--- src/rtl/mult_rr_sched.sv ---
// Round-robin scheduler sharing one pipelined sign-magnitude multiplier
// between R requesters, with ID tags, a credit limit and a result FIFO.
//
// Ports:
//   clk, rst           clock, synchronous active-high reset
//   req_valid/ready    per-requester handshake (ready is one-hot or zero)
//   req_a, req_b       packed per-requester operands
//   mul_*              issue strobe/operands to and result from multiplier
//   rsp_*              valid/ready response stream (id + result)
//   err                sticky strobe/tag misalignment flag
module mult_rr_sched #(
    parameter int N   = 16,
    parameter int M   = 16,
    parameter int R   = 4,
    parameter int IDW = 2,
    parameter int LAT = 16,
    parameter int FD  = 8
) (
    input  logic               clk,
    input  logic               rst,
    input  logic [R-1:0]       req_valid,
    output logic [R-1:0]       req_ready,
    input  logic [R*(N+1)-1:0] req_a,
    input  logic [R*(M+1)-1:0] req_b,
    output logic               mul_data_rdy,
    output logic [N:0]         mul_mult1_signed,
    output logic [M:0]         mul_mult2_signed,
    input  logic               mul_res_rdy,
    input  logic [N+M+1:0]     mul_res_signed,
    output logic               rsp_valid,
    input  logic               rsp_ready,
    output logic [IDW-1:0]     rsp_id,
    output logic [N+M+1:0]     rsp_data,
    output logic               err
);

    localparam int DW = N + M + 2;
    localparam int PW = (FD > 1) ? $clog2(FD) : 1;
    localparam int CW = $clog2(FD + 1);

    // Arbitration / issue state
    logic [IDW-1:0]          ptr_q, ptr_d;
    logic                    blank_q, blank_d;
    logic                    iss_v_q, iss_v_d;
    logic [IDW-1:0]          iss_id_q, iss_id_d;
    logic [N:0]              op_a_q, op_a_d;
    logic [M:0]              op_b_q, op_b_d;

    // Tag pipe: stage LAT-1 is the head
    logic [LAT-1:0]          tag_v_q, tag_v_d;
    logic [LAT-1:0][IDW-1:0] tag_id_q, tag_id_d;

    // Credits and FIFO
    logic [CW-1:0]           occ_q, occ_d;
    logic [CW-1:0]           cnt_q, cnt_d;
    logic [PW-1:0]           wr_ptr_q, wr_ptr_d;
    logic [PW-1:0]           rd_ptr_q, rd_ptr_d;
    logic                    err_q, err_d;
    logic [IDW+DW-1:0]       mem_q [FD];

    logic                    found;
    logic [IDW-1:0]          gnt_id;
    logic                    grant;
    logic                    head_v;
    logic                    push;
    logic                    pop;
    logic                    drop;
    logic [IDW+DW-1:0]       head_word;

    // First valid requester at or after the pointer, wrapping mod R
    always_comb begin
        found  = 1'b0;
        gnt_id = '0;
        for (int k = 0; k < R; k++) begin
            if (!found && req_valid[(int'(ptr_q) + k) % R]) begin
                found  = 1'b1;
                gnt_id = IDW'((int'(ptr_q) + k) % R);
            end
        end
    end

    // blank_q holds off grants in the first cycle after reset
    assign grant     = found && (occ_q < CW'(FD)) && !blank_q;
    assign req_ready = grant ? (R'(1) << gnt_id) : '0;

    assign head_v    = tag_v_q[LAT-1];
    assign push      = mul_res_rdy && head_v;
    assign drop      = head_v && !mul_res_rdy;
    assign rsp_valid = (cnt_q != '0);
    assign pop       = rsp_valid && rsp_ready;
    assign head_word = mem_q[rd_ptr_q];

    always_comb begin
        ptr_d    = ptr_q;
        blank_d  = 1'b0;
        iss_v_d  = grant;
        iss_id_d = iss_id_q;
        op_a_d   = op_a_q;
        op_b_d   = op_b_q;
        if (grant) begin
            ptr_d    = (gnt_id == IDW'(R - 1)) ? '0 : gnt_id + IDW'(1);
            iss_id_d = gnt_id;
            op_a_d   = req_a[gnt_id*(N+1) +: N+1];
            op_b_d   = req_b[gnt_id*(M+1) +: M+1];
        end

        // The tag enters alongside the registered issue strobe
        tag_v_d  = {tag_v_q[LAT-2:0], iss_v_q};
        tag_id_d = {tag_id_q[LAT-2:0], iss_id_q};

        // A tag lost to a missing strobe also returns its credit
        occ_d = occ_q + CW'(grant) - CW'(pop) - CW'(drop);
        cnt_d = cnt_q + CW'(push) - CW'(pop);

        wr_ptr_d = wr_ptr_q;
        rd_ptr_d = rd_ptr_q;
        if (push)
            wr_ptr_d = (wr_ptr_q == PW'(FD - 1)) ? '0 : wr_ptr_q + PW'(1);
        if (pop)
            rd_ptr_d = (rd_ptr_q == PW'(FD - 1)) ? '0 : rd_ptr_q + PW'(1);

        err_d = err_q | (mul_res_rdy ^ head_v);
    end

    always_ff @(posedge clk) begin
        if (rst) begin
            ptr_q    <= '0;
            blank_q  <= 1'b1;
            iss_v_q  <= 1'b0;
            iss_id_q <= '0;
            op_a_q   <= '0;
            op_b_q   <= '0;
            tag_v_q  <= '0;
            tag_id_q <= '0;
            occ_q    <= '0;
            cnt_q    <= '0;
            wr_ptr_q <= '0;
            rd_ptr_q <= '0;
            err_q    <= 1'b0;
        end else begin
            ptr_q    <= ptr_d;
            blank_q  <= blank_d;
            iss_v_q  <= iss_v_d;
            iss_id_q <= iss_id_d;
            op_a_q   <= op_a_d;
            op_b_q   <= op_b_d;
            tag_v_q  <= tag_v_d;
            tag_id_q <= tag_id_d;
            occ_q    <= occ_d;
            cnt_q    <= cnt_d;
            wr_ptr_q <= wr_ptr_d;
            rd_ptr_q <= rd_ptr_d;
            err_q    <= err_d;
        end
    end

    // Storage needs no reset; reads are masked while empty
    always_ff @(posedge clk) begin
        if (push && !rst)
            mem_q[wr_ptr_q] <= {tag_id_q[LAT-1], mul_res_signed};
    end

    assign mul_data_rdy     = iss_v_q;
    assign mul_mult1_signed = op_a_q;
    assign mul_mult2_signed = op_b_q;
    assign rsp_id           = rsp_valid ? head_word[IDW+DW-1:DW] : '0;
    assign rsp_data         = rsp_valid ? head_word[DW-1:0] : '0;
    assign err              = err_q;

endmodule

--- config.mk ---
export PLATFORM = sky130hd
export DESIGN_NAME = mult_rr_sched
export DESIGN_NICKNAME = d
export VERILOG_FILES = /design/src/rtl/mult_rr_sched.sv
export SDC_FILE = /design/constraint.sdc
export NUM_CORES = 1
export LEC_CHECK = 0
export BUFFER_PORTS_ARGS = -buffer_cell sky130_fd_sc_hd__clkbuf_2
export CAP_MARGIN = 20
export CORE_ASPECT_RATIO = 0.8
export CORE_UTILIZATION = 40
export CTS_CLUSTER_DIAMETER = 150
export DETAILED_ROUTE_END_ITERATION = 7
export PLACE_DENSITY = 0.72
export SLEW_MARGIN = 40
export SYNTH_ARGS = -nofsm -noshare
export SYNTH_HDL_FRONTEND = slang
export SYNTH_SLANG_ARGS = --single-unit
--- constraint.sdc ---
create_clock -name clk -period 5.7 [get_ports clk]
set_input_delay 0.855 -clock clk [delete_from_list [all_inputs] [get_ports clk]]
set_output_delay 0.855 -clock clk [all_outputs]
set_load 0.01 [all_outputs]
==> results.md <==
| Stage | Metric | Reported |
|:---|:---|:---|
| status | Outcome | complete, no violations |
| timing | Setup-violating endpoint count in the final report | 0 |
| cts | Hold_buf cts | 0 |
| route | Routed wirelength normalized by instance count | 18.8 µm |
| timing | Final hold slack | 0.431 ns |
| synth | Synth Warn # | 0 |
| cts | Later-pin clock latency in the skew report | 0.54 ns |
| route | Via count | 8,990 |
| synth | Share of the synthesized area in the top cell type | 54.9% |
| route | Iter 0 DRT Violations | 613 |
| synth | Post-synth design cell area | 15,800 µm² |
| cts | CTS tree | built |
| synth | Gate count of the mapped netlist | 972 |
| timing | Unrepaired setup endpoints after global routing | false |
| synth | Library cell with the largest summed area after synthesis | sky130_fd_sc_hd__edfxtp_1 |
| placement | DP HPWL | 20.3 mm |
| synth | Flip-flop and latch count after synthesis | 394 |
| setup path | Critical Path RT | 4.85 ns |
| synth | Sequential cell area fraction in the yosys report | 68.3% |
| setup path | Maximum fanout along the worst path | 34 |
| floorplanning | Horiz. Die Dim | 224 µm |
| cts | Number of setup buffers added after CTS | 0 |
| global route | Number of antenna violations at the first check in global routing | 3 |
| timing | Final worst slack | 2.02 ns |
| floorplanning | Die Footprint | 40,200 µm² |
| route | Number of detailed-route iterations in the first pass | 4 |
| cts | Sinks on the clock net | 394 |
| cts | Buffer type at the clock tree root | sky130_fd_sc_hd__clkbuf_16 |
| final layout | Number of standard cells in the final layout excluding fillers | 1,788 |
| synth | Synthesized-area fraction occupied by and/or/nand/nor cells | 7.44% |
| route | Via/cell ratio | 5.03 |
| global route | All-layer global routing usage | 17.0% |
| timing | Actual transition at the worst max-transition pin | 0.732 ns |
| global route | Global-route wire length before repair | 52.8 mm |
| synth | Number of synthesized flops with an enable pin | 288 |
| route | Final wirelength | 33.7 mm |
| synth | Post-synthesis average cell area | 16.2 µm² |
| global route | Maximum number of pins on one net before global-route repair | 72 |
| synth | Main flop type after synthesis | sky130_fd_sc_hd__edfxtp_1 |
| setup path | Register-to-register setup slack | 2.47 ns |
| cts | Count of H-tree levels built during CTS | 2 |
| cts | Post-cts repair resize count | 0 |
| route | DRC | 0 |
| setup path | Family with the most delay on the worst path | flip-flops |
| placement | Placed instance count | 1,715 |
| timing | Setup total negative slack | 0 ns |
| placement | Count of input and output buffers | 254 |
| power | Power density normalized to cell area | 387 nW/µm² |
| synth | Most used standard cell by instance count after synthesis | sky130_fd_sc_hd__edfxtp_1 |
| final layout | Synth-to-Final Area Change | 20.4% |
| power | Leakage power | 6.76 nW |
| synth | Fraction of synthesis flops using an asynchronous set or reset pin | 0% |
| min path | Hold Startpoint | tag_id_d[23] |
| power | Total power | 7.35 mW |
| timing | Final Slew Violations | 0 |
| min path | Number of stages on the worst hold path | 1 |
| synth | Xor-xnor portion of the synthesized cell area | 0.222% |
| cts | Inserted Clock Buffers | 39 |
| global route | Remaining global-route overflow | 0 |
| final layout | Utilization after layout | 49.3% |
| global route | Via count of the first global-routing pass | 9,391 |
| setup path | CP Buf/Inv Count | 2 |
| timing | Relative slew margins | 51.2% |
| synth | Adder and majority gate portion of the synthesized area | 1.81% |
| min path | Endpoint, Worst Hold | tag_id_d[25] |
| synth | Cells taking the most area after synthesis | sky130_fd_sc_hd__edfxtp_1, sky130_fd_sc_hd__dfxtp_1, sky130_fd_sc_hd__mux4_2 |
| placement | Post-place instance area | 17,700 µm² |
| final layout | Final nets | 1,428 |
| floorplanning | Number of placement rows | 64 |
| synth | Multiplexer area fraction after synthesis | 14.9% |
| power | Highest ir drop seen on vdd | 0.207 mV |
| setup path | Maximum cell stage delay along the critical path | 0.80 ns |
| cts | Buffers from clock root to sink, at most | 3 |
| min path | Worst hold-check path type | register to register |
| synth | Nets in the synthesized netlist | 1,171 |
| floorplanning | Die span in y | 180 µm |
| timing | Ratio of final minimum period to clock period | 64.5% |
| final layout | Finished layout cell area | 19,000 µm² |
| timing | Worst setup skew after layout | 0.0300 ns |
| cts | Clock-pin slew on the worst setup and hold paths | 0.06 ns |
| setup path | Critical path class | register to output port |
| setup path | Capturing element type of the critical path | output port |
| flow run | Number of maximum-capacitance violations | 0 |
| route | Detail Route Antenna Nets | 0 |
| setup path | Startpoint of the worst register-to-register path | cnt_q[2] |
| setup path | Cell at the slowest stage of the critical path | sky130_fd_sc_hd__dfxtp_4 |
| synth | Main combinational cell family by area after synthesis | multiplexers |
| final layout | Fraction of final layout cells with drive strength greater than 1 | 33.8% |
| floorplanning | Core Box Area | 38,500 µm² |
| floorplanning | Effective utilization at floorplan | 40.9% |
| timing | Highest Clock Rate | 272 MHz |
| placement | Placer congestion estimate | 0.810 |
| setup path | Worst r2r path cells | 15 |
| setup path | Element type at the critical path start | register |
| synth | Compound-cell area share of the yosys netlist | 5.04% |
| setup path | CP Data Arrival Time | 2.82 ns |
| setup path | Cells traversed along the worst timing path | buf_4 > mux4_2 > mux2i_1 > nor2_1 > clkbuf_2 |
| setup path | R2r endpoint | occ_q[3] |
| timing | Count of final hold-check violations | 0 |
| synth | Most frequent cells after synthesis | sky130_fd_sc_hd__edfxtp_1, sky130_fd_sc_hd__dfxtp_1, sky130_fd_sc_hd__mux2i_1, sky130_fd_sc_hd__mux4_2, sky130_fd_sc_hd__nor2_1 |
| floorplanning | Top-level I/O count | 255 |
| synth | Distinct cell type count after synthesis | 45 |
| timing | Period minus WS final | 3.68 ns |
| placement | Post-Place Worst Slack | 2.44 ns |
power breakdown:
group / leakage (nW) / internal [mW] / switching [mW]
combinational: 2.72 / 0.694 / 0.808
clock: 0.620 / 1.52 / 1.06
sequential: 3.42 / 3.16 / 0.108
total: 6.76 / 5.37 / 1.98
how the worst max path moves through the flow:
stage / slack [ns] / cells past startpoint / start / endpoint
floorplan: 0.43 / 3 / rst / mem_q[0][0]
detailed placement: 2.44 / 8 / req_valid[2] / req_ready[3]
global placement: 2.19 / 15 / cnt_q[2] / occ_q[3]
global route: 1.73 / 5 / register / rsp_data[2]
finish: 2.02 / 5 / register / rsp_data[3]
CTS: 1.91 / 5 / register / rsp_data[2]
sequential cells by signal, summed over array words and instances (netlist names), 2 cells and up, named ones only:
name and cells:
cnt_q 4, wr_ptr_q 3, tag_id_d 30, tag_id_q 2, tag_v_q 16, mem_q 288, mul_mult2_signed 17, iss_id_q 2
ptr_q 2, occ_q 4, mul_mult1_signed 17, rd_ptr_q 3
routing by layer:
layer	global-route usage, %	vias up	share of wire (%)
met5	0	-	0.056
met4	4.74	4	2.2
met3	3.86	62	6.4
met2	27.1	271	48
met1	23.2	4436	44
li1	-	4217	-
cell families (layout without fill, tap and decap cells):
group / Yosys count / in the layout
buf+inv: 77 / 364
other cells: 0 / 1
fa+ha+maj: 21 / 21
simple gates: 214 / 214
mux: 144 / 144
flops: 394 / 394
xor+xnor: 4 / 4
compound gates: 118 / 118
cell usage in the layout, fill, tap and decap left out, types with 4 or more instances in the layout:
master / count
sky130_fd_sc_hd__clkbuf_16: 40
sky130_fd_sc_hd__mux2i_1: 72
sky130_fd_sc_hd__clkbuf_2: 254
sky130_fd_sc_hd__edfxtp_1: 288
sky130_fd_sc_hd__clkinv_1: 10
sky130_fd_sc_hd__nor2b_1: 55
sky130_fd_sc_hd__buf_4: 17
sky130_fd_sc_hd__o211ai_1: 33
sky130_fd_sc_hd__o21ai_1: 14
sky130_fd_sc_hd__o21a_1: 33
sky130_fd_sc_hd__nand2_1: 47
sky130_fd_sc_hd__mux4_2: 72
sky130_fd_sc_hd__ha_1: 18
sky130_fd_sc_hd__nor2_1: 50
sky130_fd_sc_hd__bufinv_16: 5
sky130_fd_sc_hd__and2_1: 4
sky130_fd_sc_hd__clkbuf_1: 6
sky130_fd_sc_hd__inv_1: 17
sky130_fd_sc_hd__o21ai_0: 20
sky130_fd_sc_hd__nor2_4: 8
sky130_fd_sc_hd__a21oi_1: 10
sky130_fd_sc_hd__dfxtp_1: 103
sky130_fd_sc_hd__clkinv_2: 4
sky130_fd_sc_hd__nor3b_1: 34
area by class of cell:
class / count / area, µm²
antenna: 1 / 2.50
fill: 3225 / 19500
sequential: 394 / 10800
clock inverter: 25 / 267
multi-input combinational: 501 / 4700
tap: 528 / 661
inverter: 19 / 71.3
clock buffer: 46 / 1020
timing repair buffer: 274 / 1470
No activity file was read; power rests on OpenSTA's default activity.
